--- config.mk ---
export PLATFORM = sky130hd
export DESIGN_NAME = id2exe_skid_buffer
export DESIGN_NICKNAME = d
export VERILOG_FILES = /design/src/rtl/id2exe_skid_buffer.sv
export SDC_FILE = /design/constraint.sdc
export NUM_CORES = 1
export LEC_CHECK = 0
export CAP_MARGIN = 20
export CORE_UTILIZATION = 44
export CTS_CLUSTER_DIAMETER = 100
export DETAILED_ROUTE_END_ITERATION = 8
export PLACE_DENSITY = 0.78
export SYNTH_ARGS = -nofsm -noshare
export SYNTH_HDL_FRONTEND = slang
export SYNTH_SLANG_ARGS = --single-unit
--- constraint.sdc ---
create_clock -name clk_i -period 2.3 [get_ports clk_i]
set_input_delay 0.345 -clock clk_i [delete_from_list [all_inputs] [get_ports clk_i]]
set_output_delay 0.345 -clock clk_i [all_outputs]
set_load 0.005 [all_outputs]
--- src/rtl/id2exe_skid_buffer.sv ---
// ID->EXE receiver: 2-entry skid buffer with flush, NOP-ified idle payload
// and a saturating EXE back-pressure counter.
package core_pkg;
   localparam int unsigned XLEN   = 32;
   localparam int unsigned REG_AW = 5;
   localparam int unsigned CSR_AW = 12;

   typedef enum logic [3:0] {
      EXE_NOP, EXE_ADD, EXE_SUB, EXE_AND, EXE_OR, EXE_XOR,
      EXE_SLL, EXE_SRL, EXE_SRA, EXE_SLT, EXE_SLTU
   } exe_ctrl_t;

   typedef enum logic [1:0] {MEM_IDLE, MEM_LD, MEM_ST} mem_ctrl_t;
   typedef enum logic [1:0] {CSR_IDLE, CSR_RW, CSR_RS, CSR_RC} csr_ctrl_t;
   typedef enum logic [1:0] {GPR_IDLE, GPR_WR_ALU, GPR_WR_MEM, GPR_WR_PC} gpr_ctrl_t;
   typedef enum logic [1:0] {PC_INC, PC_BR, PC_JAL, PC_JALR} pc_ctrl_t;
endpackage

package id2exe_pkg;
   import core_pkg::*;

   typedef struct packed {
      logic [XLEN-1:0]   pc;
      logic [XLEN-1:0]   op1;
      logic [XLEN-1:0]   op2;
      logic [XLEN-1:0]   op3;
      logic [CSR_AW-1:0] csr_waddr;
      logic [REG_AW-1:0] rd;
      exe_ctrl_t         exe_ctrl;
      mem_ctrl_t         mem_ctrl;
      csr_ctrl_t         csr_ctrl;
      gpr_ctrl_t         gpr_ctrl;
      pc_ctrl_t          pc_ctrl;
   } id2exe_t;

   // Harmless bundle: no register, memory, CSR or PC side effect.
   localparam id2exe_t ID2EXE_NOP = '{
      pc:        '0,
      op1:       '0,
      op2:       '0,
      op3:       '0,
      csr_waddr: '0,
      rd:        '0,
      exe_ctrl:  EXE_NOP,
      mem_ctrl:  MEM_IDLE,
      csr_ctrl:  CSR_IDLE,
      gpr_ctrl:  GPR_IDLE,
      pc_ctrl:   PC_INC
   };
endpackage

module id2exe_skid_buffer
   import id2exe_pkg::*;
#(
   parameter int unsigned STALL_CNT_WIDTH = 32
) (
   input  logic                       clk_i,
   input  logic                       rst_i,
   input  logic                       id_valid_i,
   output logic                       id_ready_o,
   input  id2exe_t                    id_payload_i,
   output logic                       exe_valid_o,
   input  logic                       exe_ready_i,
   output id2exe_t                    exe_payload_o,
   input  logic                       flush_i,
   output logic [1:0]                 occupancy_o,
   output logic [STALL_CNT_WIDTH-1:0] stall_cnt_o
);

   typedef enum logic [1:0] {EMPTY, ONE, FULL} state_t;

   state_t                     state;
   id2exe_t                    head;
   id2exe_t                    skid;
   logic                       id_ready;
   logic                       exe_valid;
   logic [1:0]                 occupancy;
   logic [STALL_CNT_WIDTH-1:0] stall_cnt;
   logic                       acc;
   logic                       con;

   assign acc = id_valid_i & id_ready;
   assign con = exe_valid & exe_ready_i;

   // head is kept at NOP whenever empty, so it drives the output directly.
   always_ff @(posedge clk_i) begin
      if (rst_i || flush_i) begin
         state     <= EMPTY;
         head      <= ID2EXE_NOP;
         skid      <= ID2EXE_NOP;
         id_ready  <= 1'b1;
         exe_valid <= 1'b0;
         occupancy <= 2'd0;
      end else begin
         unique case (state)
            EMPTY: begin
               if (acc) begin
                  head      <= id_payload_i;
                  state     <= ONE;
                  exe_valid <= 1'b1;
                  occupancy <= 2'd1;
               end
            end
            ONE: begin
               if (acc && con) begin
                  head <= id_payload_i;
               end else if (acc) begin
                  skid      <= id_payload_i;
                  state     <= FULL;
                  id_ready  <= 1'b0;
                  occupancy <= 2'd2;
               end else if (con) begin
                  head      <= ID2EXE_NOP;
                  state     <= EMPTY;
                  exe_valid <= 1'b0;
                  occupancy <= 2'd0;
               end
            end
            FULL: begin
               if (con) begin
                  head      <= skid;
                  skid      <= ID2EXE_NOP;
                  state     <= ONE;
                  id_ready  <= 1'b1;
                  occupancy <= 2'd1;
               end
            end
            default: begin
               state     <= EMPTY;
               head      <= ID2EXE_NOP;
               skid      <= ID2EXE_NOP;
               id_ready  <= 1'b1;
               exe_valid <= 1'b0;
               occupancy <= 2'd0;
            end
         endcase
      end
   end

   always_ff @(posedge clk_i) begin
      if (rst_i) begin
         stall_cnt <= '0;
      end else if (exe_valid && !exe_ready_i && !(&stall_cnt)) begin
         stall_cnt <= stall_cnt + 1'b1;
      end
   end

   assign id_ready_o    = id_ready;
   assign exe_valid_o   = exe_valid;
   assign exe_payload_o = head;
   assign occupancy_o   = occupancy;
   assign stall_cnt_o   = stall_cnt;

endmodule
* Yosys cells after proc, flatten, opt, wreduce, memory -nomap -nowiden
Cells that the tools add are included.
** Storage, ports and cells
- Bits in registers :: 350
- Bits in latches :: 0
- Bits of input ports :: 162
- Bits in writable memories :: 0
- Memory bits (read-only) :: 0
- Output and inout bits :: 193
- Logic and storage cells :: 77
- Memories :: 0
** Operators by class
- $lt $le $gt $ge :: 0
- Shift operators :: 0
- Bitwise logic cells :: 4
- Equal/unequal tests :: 11
- Multiplexer cells :: 23
- Div/mod/pow operators :: 0
- Add/subtract/negate cells :: 1
- Multipliers :: 0
- Reductions and logical operators :: 12
** Operators with widths (count)
- $mux W157 :: 6
- $pmux W157 S3 :: 2
- $add A32 B1 Y32 const B :: 1
- $reduce_and A32 Y1 :: 1
- $ne A2 B2 Y1 const B :: 6
- $reduce_and A4 Y1 :: 3
- $mux W2 :: 5
- $ne A3 B3 Y1 const B :: 3
- $mux W1 :: 7
- $pmux W1 S3 :: 2
- $pmux W2 S3 :: 1
- $reduce_and A5 Y1 :: 1
- $logic_and A1 B1 Y1 :: 3
- $and A1 B1 Y1 :: 2
- $eq A2 B1 Y1 const B :: 1
- $eq A2 B2 Y1 const B :: 1
- $logic_not A1 Y1 :: 2
- $logic_not A2 Y1 :: 1
- $not A1 Y1 :: 2
- $logic_or A1 B1 Y1 :: 1

* Longest topological paths before layout
Gate-level depths: netlist (run 1).
- Depth in word-level cells :: 5
- Depth in mapped cells :: 8
- Mapped depth without buffers :: 6

* Least setup slack after synthesis (run 1)
OpenSTA, ideal clock, no wires.
- Kind :: register to register
- Start :: register stall_cnt[0], in the netlist stall_cnt_o[0]
- End :: register stall_cnt[30], in the netlist stall_cnt_o[30]
- Stages on the path, launching flop included :: 8
- Arrival :: 2.239 ns
- Setup time :: 0.121 ns
- Period minus slack after synthesis :: 2.360 ns
- Slack :: -0.060 ns
- Required time :: 2.179 ns
- Cell sequence :: dfxtp_1 ha_1 nand4_1 or3_1 clkbuf_1 a211oi_1 and4_1 mux2_2
** Between the ends
- Longest elaborated chain between the ends :: 3
- Elaborated cells between the ends (all ways) :: 4
- Classes of those cells :: add/sub: 1; reduce/logical: 3
** RTL lines
- start: declaration :: RTL line 78 : logic [STALL_CNT_WIDTH-1:0] stall_cnt;
- start signal: assignment :: RTL line 144 : stall_cnt <= stall_cnt + 1'b1;
- parallel branches: the longest is 3 deep, another holds $add A32 B1 Y32
Several ways; the timed one is not identified.
A chain may end at the register's enable or synchronous reset.

* Final worst setup path (run 1)
- Start :: register stall_cnt[4], in the netlist stall_cnt_o[4]
- End :: register stall_cnt[19], in the netlist stall_cnt_o[19]
Same word-level chain as after synthesis.

==> results of run 1 <==
-- timing repair --
| item | CTS | global route |
|---|---|---|
| endpoints found under the setup margin | 1 | 7 |
| resized for setup | 1 | 4 |
| cloned | 0 | 0 |
| pin swaps | 0 | 1 |
| hold buffers | 0 | 0 |
| setup buffers | 0 | 0 |
-- cells by family after synthesis --
kind of cell / after synthesis / synth area share (%)
compound gates: 520 / 29.9
fa+ha+maj: 1 / 0.0919
simple gates: 424 / 13.0
buf+inv: 154 / 4.25
mux: 5 / 0.404
flops: 350 / 51.5
xor+xnor: 15 / 0.965
-- flip-flops by register name (all words and copies together) (netlist names) --
| signal | flops |
|---|---|
| exe_payload_o | 157 |
| exe_valid_o | 1 |
| id_ready_o | 1 |
| occupancy_o | 2 |
| skid | 157 |
| stall_cnt_o | 32 |
-- cells in the final DEF (no fill, tap or decap), types with 3 or more instances in the layout --
master	n
a22oi_1	314
xnor2_1	10
or3_2	3
bufinv_16	3
clkdlybuf4s50_1	354
o2111ai_1	4
nand2_1	13
nand3_1	8
a21oi_1	16
nor3_1	5
inv_1	4
mux2_2	4
a211oi_1	3
a31o_2	5
xor2_1	5
buf_4	30
nand4_1	12
o21ai_0	7
clkbuf_16	41
clkbuf_1	10
nor2_1	348
clkbuf_8	8
a22o_1	157
and4_1	3
nor2b_1	5
or3_1	5
dfxtp_1	349
buf_12	25
-- synth_stat cells (all sizes together) (3+ instances only) --
library cell and n:
clkbuf 143, nor3 5, o2111ai 4, a211oi 4, nand4 12, dfxtp 350, nor2b 6, mux2 4
a22o 157, or3 9, nor2 348, xnor2 10, or4 3, a31o 5, a21oi 17, a2111oi 3
buf 7, and4 3, nand2b 3, o21ai 8, a22oi 314, xor2 5, nand2 13, nand3 9
inv 4
-- metrics by stage --
step	power, uW	TNS, ns
6_report	14100	0
3_3_place_gp	7980	-1.72
4_1_cts	14300	0
3_5_place_dp	8010	-2.61
5_1_grt	14700	0
2_1_floorplan	7150	0
-- path summary, 6_finish.rpt --
check / end / depth (start not counted) / slack, ns
setup reg to reg: stall_cnt_o[19] / 5 / 0.07
setup / recovery: stall_cnt_o[19] / 5 / 0.07
hold / removal: skid[70] / 3 / 0.48
hold reg to reg: exe_payload_o[49] / 2 / 0.50
-- area by class of cell --
class,instances,area share (%)
flip-flops and latches,350,36.5
multi-input cells,965,31.8
repair buffers,409,22.2
clock buffers,59,6.12
well taps,396,2.58
clock inverters,7,0.606
inverters,4,0.0782
diodes,2,0.0261
-- worst max-delay path, stage by stage, from the launching register on --
cell and delay, ns:
dfxtp_1 0.42, nand3_2 0.11, or4_4 0.55, a311o_4 0.43, or4_1 0.47, a21oi_1 0.17
-- power by group --
group	internal (uW)	switching, uW	total, uW
clock network	3840	2410	6250
logic	846	781	1630
registers	6190	71.9	6260
-- routing by layer --
metal / track usage (%) / vias to the layer above
li1: - / 6027
met1: 30.4 / 6226
met2: 40.2 / 525
met3: 6.81 / 102
met4: 9.65 / 0
met5: 0 / -
==> results.md, run 1 <==
- Status: completed
- WP data arrival: 2.66 ns
- Netlist cell types: 47
- Synth Flop Type: dfxtp_1
- IO Pins: 355
- Design area: between 0.015 and 0.02 sq mm
- Number of core rows: 64
- Ys Warns: 0
- Worst-skew pair later-pin latency: 0.52 ns
- Hold Fails Final Rpt: 0
- Initial antenna violation count: 2
- Post-Synthesis Cells: 1469
- Gr usage total: ~25%
- Slew Viols, Final: 0
- Synth Cell Area: 0.0136 sq mm
- Setup crit start kind: flip-flop
- TritonCTS sink count: 350
- Hold Path Class: in -> reg
- RSZ-0062 raised after global routing: no
- Largest cells by area after synthesis: dfxtp_1 (51%), a22oi_1 (17%), a22o_1 (10%), nor2_1 (9.6%), clkbuf_1 (3.9%)
- Maximum vdd ir drop: 462 uV
- Residual DRC: 0
- Worst slack at placement: -0.355 ns
- Via count of the first global-routing pass: 12100
- Final antenna-violating net count: 0
- Area delta synth->final: 40.9%
- Vias per inst: 5.88
- Post-route minimum period: roughly 2.2 ns
- WL final: 40.8 mm
- Metal3 WL: 3.46 mm
- DIE AREA: between 0.03 and 0.04 sq mm
- Post-Place Cell Area: 0.0179 sq mm
- Sequential Area: 0.00701 sq mm
- Fin crit share: 96.7%
- Fmax: 449 MHz
- Post-synthesis sequential area ratio: 51.5%
- M1 WL: about 16 mm
- Critical Path RT: 2.73 ns
- Layout cells sized above 1: between 7 and 8%
- R2r startpoint: stall_cnt_o[4]
- Multi-input gate area: 0.00611 sq mm
- LEAKAGE: slightly above 0.007 uW
- Hold path start: id_payload_i[70]
- First-pass GRT wire length: around 63 mm
- Largest net degree at the start of global routing: 88
- Initial Utilization: 44.6%
- Critical path class: reg -> reg
- CP Max Fanout: 10
- Final setup vio count: 0
- Final GP Congestion: 0.831
- Async SR Flop Fraction: 0%
- Chip height: about 180 um
- Post-synth top area cell: dfxtp_1
- # port buffers: 354
- H-tree Lvls: 2
- Die X: 178 um
- Highest metal used: met4
- Synth top area share: 51.5%
- Detailed-route via count: 12900
- Hold slack final: 0.479 ns
- DR pass1 iterations: 6
- Layout Skew: 0.0147 ns
- Clock transition at path regs: around 0.060 ns
- CTS buffer count: 38
- Fin cells: 2192
- # nets final: roughly 1900
- Number of synthesized flops with an enable pin: 0
- Slew @ Worst Pin: 0.635 ns
- Syn Area/Cell: 9.27 sq um
- Overflow after GRT: 0
- Crit. Startpoint: stall_cnt_o[4]
- CTS tree: done
- Final worst slack: 0.0748 ns
- #FFs+latches synth: 350
- PD cells: 737 mW/mm^2
- Iter 0 DRT Violations: between 1000 and 1500
- Clock Tree Buf Depth: 3
- Post-DP HPWL: 25.8 mm
- Final-layout fill cell count: 2459
- Crit. End Element: flip-flop
- Slew HR: 57.7%
- Fin util: 62.9%
- Routed len/inst: about 19 um
- Post-Place Cells: 2124
- Core area: 0.0305 sq mm
- Met2 wire len: 19.4 mm
- Clock root buffer: clkbuf_16
- Net count after synthesis: 1632
- Max-cap viol count: 0
No activity file was read; power rests on OpenSTA's default activity.
==> inputs of run 2 (changes only) <==
Settings changed: ABC_CLOCK_PERIOD_IN_PS set to 2300, MAX_ROUTING_LAYER set to met4.
==> run 2 against run 1 <==
Die area unchanged; register-to-register slack is essentially flat; hold slack got worse by 0.0044 ns; critical path type unchanged; sequential cell count unchanged; highest routed layer unchanged; sequential power about the same; clock-buffer cell count is the same; setup slack improved by 0.011 ns; wire length is 0.12% lower.
==> results.md, run 2 (synthesized netlist as in run 1, its figures left out) <==
- TritonCTS sink count: 350 (unchanged)
- Crit. Startpoint: stall_cnt_o[4]
- Worst hold path depth: 3 (unchanged)
- Total power: 14100 uW (about the same)
- Multi-input gate area: 0.00611 sq mm (unchanged)
- Iter 0 DRT Violations: 1071 (-3.1%)
- Hold path start: id_payload_i[70]
- Crit. End Element: flip-flop
- Commonest non-fill, non-tap cell in the layout: clkdlybuf4s50_1
- Layout Skew: 0.0168 ns (+0.00213 ns)
- Clock root buffer: clkbuf_16
- R2r startpoint: stall_cnt_o[4]
- Status: completed
- Initial Utilization: 44.6% (unchanged)
- Setup crit start kind: flip-flop
- Vias per inst: 5.87 (-0.12%)
- Total net switching power: 3270 uW (about the same)
- Sequential Area: 0.00701 sq mm (unchanged)
- Area delta synth->final: 40.9% (unchanged)
- Most frequent cells in the layout: clkdlybuf4s50_1 (354), dfxtp_1 (349), nor2_1 (348)
- Hold Path Class: in -> reg
- CP Max Fanout: 10 (unchanged)
- Detailed-route via count: 12900 (-0.12%)
- Initial antenna violation count: 2 (unchanged)
- Die X: 178 um (unchanged)
- Crit path cell chain: nand3_2 -> or4_4 -> a311o_4 -> or4_1 -> a21oi_1
- Residual DRC: 0 (unchanged)
- Critical Path RT: 2.73 ns (about the same)
- WL final: 40.7 mm (-0.12%)
- Gr usage total: 25.3% (+0.71 points)
- Fin crit share: 96.3% (-0.47 points)
- Post-route minimum period: 2.21 ns (-0.0108 ns)
- RSZ-0062 raised after global routing: no
- Final GP Congestion: 0.844 (+1.5%)
- Slew HR: 58.0% (+0.31 points)
- Fin cells: 2192 (unchanged)
- CP max stage cell: or4_4
- R2R depth: 5 (unchanged)
- Clock power share: 44.2% (about the same)
- Slowest stage delay, CP: 0.55 ns (about the same)
- LEAKAGE: 0.00711 uW (unchanged)
- Post-DP HPWL: 25.8 mm (unchanged)
- WP data arrival: 2.65 ns (about the same)
- Hold Fails Final Rpt: 0 (unchanged)
- Crit path buf inv count: 0 (unchanged)
- # nets final: 1931 (unchanged)
- Overflow after GRT: 0 (unchanged)
- Final-layout fill cell count: 2459 (unchanged)
- PD cells: 737 mW/mm^2 (about the same)
- Core area: 0.0305 sq mm (unchanged)
- Worst-skew pair later-pin latency: 0.52 ns (about the same)
- Fmax: 452 MHz (+0.49%)
- # port buffers: 354 (unchanged)
- Clock Tree Buf Depth: 3 (unchanged)
- Layout cells sized above 1: 7.80% (unchanged)
- Largest net degree at the start of global routing: 88 (unchanged)
- Final setup vio count: 0 (unchanged)
- Final antenna-violating net count: 0 (unchanged)
- Top delay family on crit path: simple AND/OR/NAND/NOR gates
- Switching share of power: 23.1% (about the same)
- Via count of the first global-routing pass: 12100 (+0.17%)
- Number of core rows: 64 (unchanged)
- Slew Viols, Final: 0 (unchanged)
- Slew @ Worst Pin: 0.630 ns (-0.00462 ns)
- CTS buffer count: 38 (unchanged)
- Critical path class: reg -> reg
- DR pass1 iterations: 6 (unchanged)
- Max-cap viol count: 0 (unchanged)
- DIE AREA: 0.0317 sq mm (unchanged)
- First-pass GRT wire length: 63.2 mm (-0.24%)
- Maximum vdd ir drop: 463 uV (+0.39%)
- Chip height: 178 um (unchanged)
- Flop pwr share: 44.3% (about the same)
- Levels on crit path: 5 (unchanged)
- IO Pins: 355 (unchanged)
- Post-Place Cells: 2124 (unchanged)
- Clock transition at path regs: 0.06 ns (about the same)
- Routed len/inst: 18.6 um (-0.12%)
- Internal power: 10900 uW (about the same)
- CTS tree: done
- Logic gate share of total power: 11.5% (about the same)
- H-tree Lvls: 2 (unchanged)
run 2: cell counts in the layout (fill, tap and decap cells not counted):
No cell type changed its count.
run 2: per-layer routing:
layer  share of wire (%)  routed length, um  global-route usage, %  vias to the layer above
met5                   0                  0                      -                        -
met4                 3.3               1350                   9.65                        0
met3                 8.0               3270                   6.38                      103
met2                  48              19600                   40.2                      522
met1                  40              16500                   30.6                     6218
li1                    -                  -                      -                     6021
run 2: layout make-up:
| type | count | share of cell area [%] |
|---|---|---|
| multi-input cells | 965 | 31.8 |
| diodes | 2 | 0.0261 |
| repair buffers | 409 | 22.2 |
| flip-flops and latches | 350 | 36.5 |
| well taps | 396 | 2.58 |
| inverters | 4 | 0.0782 |
| clock inverters | 7 | 0.606 |
| clock buffers | 59 | 6.12 |
run 2: tightest hold or removal path, stage by stage:
cell and delay [ns]:
clkdlybuf4s50_1 0.47, a22oi_1 0.07, nor2_1 0.08
run 2: path summary, 6_finish.rpt:
check / endpoint / slack (ns)
min: skid[70] / 0.47
max reg2reg: stall_cnt_o[19] / 0.09
max: stall_cnt_o[19] / 0.09
min reg2reg: skid[144] / 0.51
run 2: through the flow:
| stage | hold WS, ns | cell area [sq um] | utilization [%] | setup TNS [ns] | setup WS, ns |
|---|---|---|---|---|---|
| after global routing | 0.473 | 19200 | 62.9 | 0 | 0.0220 |
| after CTS | 0.463 | 19200 | 62.8 | 0 | 0.0341 |
| after global placement | 0.486 | 17900 | 58.6 | -1.72 | -0.316 |
| final | 0.475 | 19200 | 62.9 | 0 | 0.0856 |
| after floorplan | 0.478 | 13600 | - | 0 | 0.0661 |
| after detailed placement | 0.496 | 17900 | 58.6 | -2.61 | -0.355 |
run 2: power by group through the flow:
stage | clock network, uW | registers (uW) | logic, uW
6_report | 6260 | 6260 | 1630
5_1_grt | 6660 | 6270 | 1750
4_1_cts | 6370 | 6260 | 1630
3_5_place_dp | 0 | 6390 | 1620
3_3_place_gp | 0 | 6380 | 1600
2_1_floorplan | 0 | 6390 | 759
run 2: what timing repair did:
action,in CTS,in global routing
cloned,0,0
hold buffers,0,0
setup buffers,0,0
pin swaps,0,2
endpoints found under the setup margin,1,7
resized for setup,1,4
==> inputs of run 3 (changes only) <==
Settings changed: CORE_UTILIZATION 44 to 30, PLACE_DENSITY 0.78 to 0.58, TNS_END_PERCENT set to 50.
==> run 3 against run 2 <==
Critical path depth unchanged; first-iteration DRC count down 20%; wire length up 8.7%; fmax up 1.4%; die area up 46%; hold slack worse by 0.028 ns; via count down 1.3%; highest routed layer unchanged; cell area up 2.9%; critical path type unchanged; combinational power up 3%; power up 3.3%; register-to-register slack better by 0.03 ns; clock-buffer cell count up 1.
==> results.md, run 3 (synthesized netlist as in run 1, its figures left out) <==
- Final setup vio count: 0 (unchanged)
- Post-DP HPWL: 28.1 mm (+9.0%)
- Clock root buffer: clkbuf_16
- H-tree Lvls: 2 (unchanged)
- CTS tree: done
- TritonCTS sink count: 350 (unchanged)
- Fin util: 44.3% (-19 points)
- Critical Path RT: 2.76 ns (+0.03 ns)
- Slowest stage delay, CP: 0.51 ns (-0.04 ns)
- R2r startpoint: stall_cnt_o[7]
- WP data arrival: 2.64 ns (about the same)
- # port buffers: 354 (unchanged)
- LEAKAGE: 0.00726 uW (+2.2%)
- Residual DRC: 0 (unchanged)
- Final worst slack: 0.117 ns (+0.0312 ns)
- Hold path start: id_payload_i[135]
- Core area: 0.0445 sq mm (+46%)
- Post-route minimum period: 2.18 ns (-0.0312 ns)
- Design area: 0.0197 sq mm (+2.9%)
- WL final: 44.3 mm (+8.7%)
- Overflow after GRT: 0 (unchanged)
- IO Pins: 355 (unchanged)
- Total power: 14600 uW (+3.3%)
- Post-Place Cell Area: 0.0183 sq mm (+2.6%)
- First-pass GRT wire length: 68.8 mm (+8.9%)
- Layout Skew: 0.0124 ns (-0.00439 ns)
- Fin cells: 2408 (+9.9%)
- Largest net degree at the start of global routing: 98 (+11%)
- Final antenna-violating net count: 0 (unchanged)
- PD cells: 740 mW/mm^2 (+0.42%)
- Via count of the first global-routing pass: 12400 (+1.7%)
- CP Max Fanout: 10 (unchanged)
- Slew Viols, Final: 0 (unchanged)
- Clock transition at path regs: 0.06 ns (about the same)
- DR pass1 iterations: 7 (+1)
- # nets final: 1948 (+0.88%)
- Initial antenna violation count: 1 (-1)
- Max-cap viol count: 0 (unchanged)
- DIE AREA: 0.0462 sq mm (+46%)
- RSZ-0062 raised after global routing: no
- Crit path cell chain: nand3_1 -> or4_4 -> a311o_4 -> or4_1 -> a21oi_1
- Worst-skew pair later-pin latency: 0.54 ns (+0.02 ns)
- Worst slack at placement: -0.360 ns (-0.00430 ns)
- Initial Utilization: 30.6% (-14 points)
- Hold Fails Final Rpt: 0 (unchanged)
- Number of core rows: 77 (+20%)
- Hold Path Class: in -> reg
- CP max stage cell: or4_4
- Most frequent cells in the layout: clkdlybuf4s50_1 (354), dfxtp_1 (350), nor2_1 (348)
- Fin crit share: 94.9% (-1.4 points)
- Layout cells sized above 1: 8.93% (+1.1 points)
- Slew @ Worst Pin: 0.560 ns (-0.0705 ns)
- Slew HR: 62.7% (+4.7 points)
- Area delta synth->final: 45.0%
- Chip height: 215 um (+21%)
- Post-CTS setup buffers: 0 (unchanged)
- Routed len/inst: 18.4 um (-1.0%)
- Commonest non-fill, non-tap cell in the layout: clkdlybuf4s50_1
- Status: completed
- Setup crit start kind: flip-flop
- Clock Tree Buf Depth: 3 (unchanged)
- Die X: 215 um (+21%)
- Vias per inst: 5.27 (-10%)
- Crit. End Element: flip-flop
- Gr usage total: 18.9% (-6.4 points)
- Detailed-route via count: 12700 (-1.3%)
- Maximum vdd ir drop: 586 uV (+27%)
- Fmax: 458 MHz (+1.4%)
- Iter 0 DRT Violations: 856 (-20%)
- Post-Place Cells: 2335 (+9.9%)
- Final GP Congestion: 0.802 (-4.9%)
- Critical path class: reg -> reg
- Crit. Startpoint: stall_cnt_o[7]
- CTS buffer count: 40 (+5.3%)
run 3: worst max-delay path, delay by kind of cell (launching register included):
family | cells | cell delay, ns
and+or+nand+nor | 3 | 1.12
AOI/OAI and AO/OA | 2 | 0.60
DFF | 1 | 0.39
run 3: path summary, 6_finish.rpt:
kind / endpoint / slack, ns / depth (start not counted)
max: stall_cnt_o[23] / 0.12 / 5
min: skid[135] / 0.45 / 3
max reg2reg: stall_cnt_o[23] / 0.12 / 5
min reg2reg: exe_payload_o[99] / 0.50 / 2
run 3: power by group:
part	switching (uW)	internal, uW	total (uW)
registers	75.1	6190	6260
logic	805	879	1680
clock network	2600	4060	6660
total	3480	11100	14600
run 3: final cells by class:
cell class,count,area [sq um]
diodes,1,2.50
clock inverters,12,183
multi-input cells,965,6110
flip-flops and latches,350,7010
clock buffers,60,1200
repair buffers,424,4480
well taps,592,741
inverters,4,15.0
fillers,4257,24800
run 3: per-layer routing:
layer | share of wire, % | routed length (um) | vias to the layer above | GRT usage (%)
li1 | - | - | 6055 | -
met1 | 44 | 19400 | 6220 | 23.3
met2 | 47 | 21000 | 365 | 30.3
met3 | 6.9 | 3040 | 58 | 4.81
met4 | 2.0 | 880 | 0 | 5.58
met5 | 0 | 0 | - | -
run 3: stage by stage:
stage	hold slack [ns]	setup TNS, ns
final	0.447	0
after global routing	0.415	0
after CTS	0.403	0
after detailed placement	0.496	-2.44
after global placement	0.488	-2.03
after floorplan	0.478	0
run 3: what timing repair did:
item,CTS,global route
setup endpoints to repair,0,2
resized for setup,0,5
endpoints found under the hold margin,0,0
hold buffers,0,0
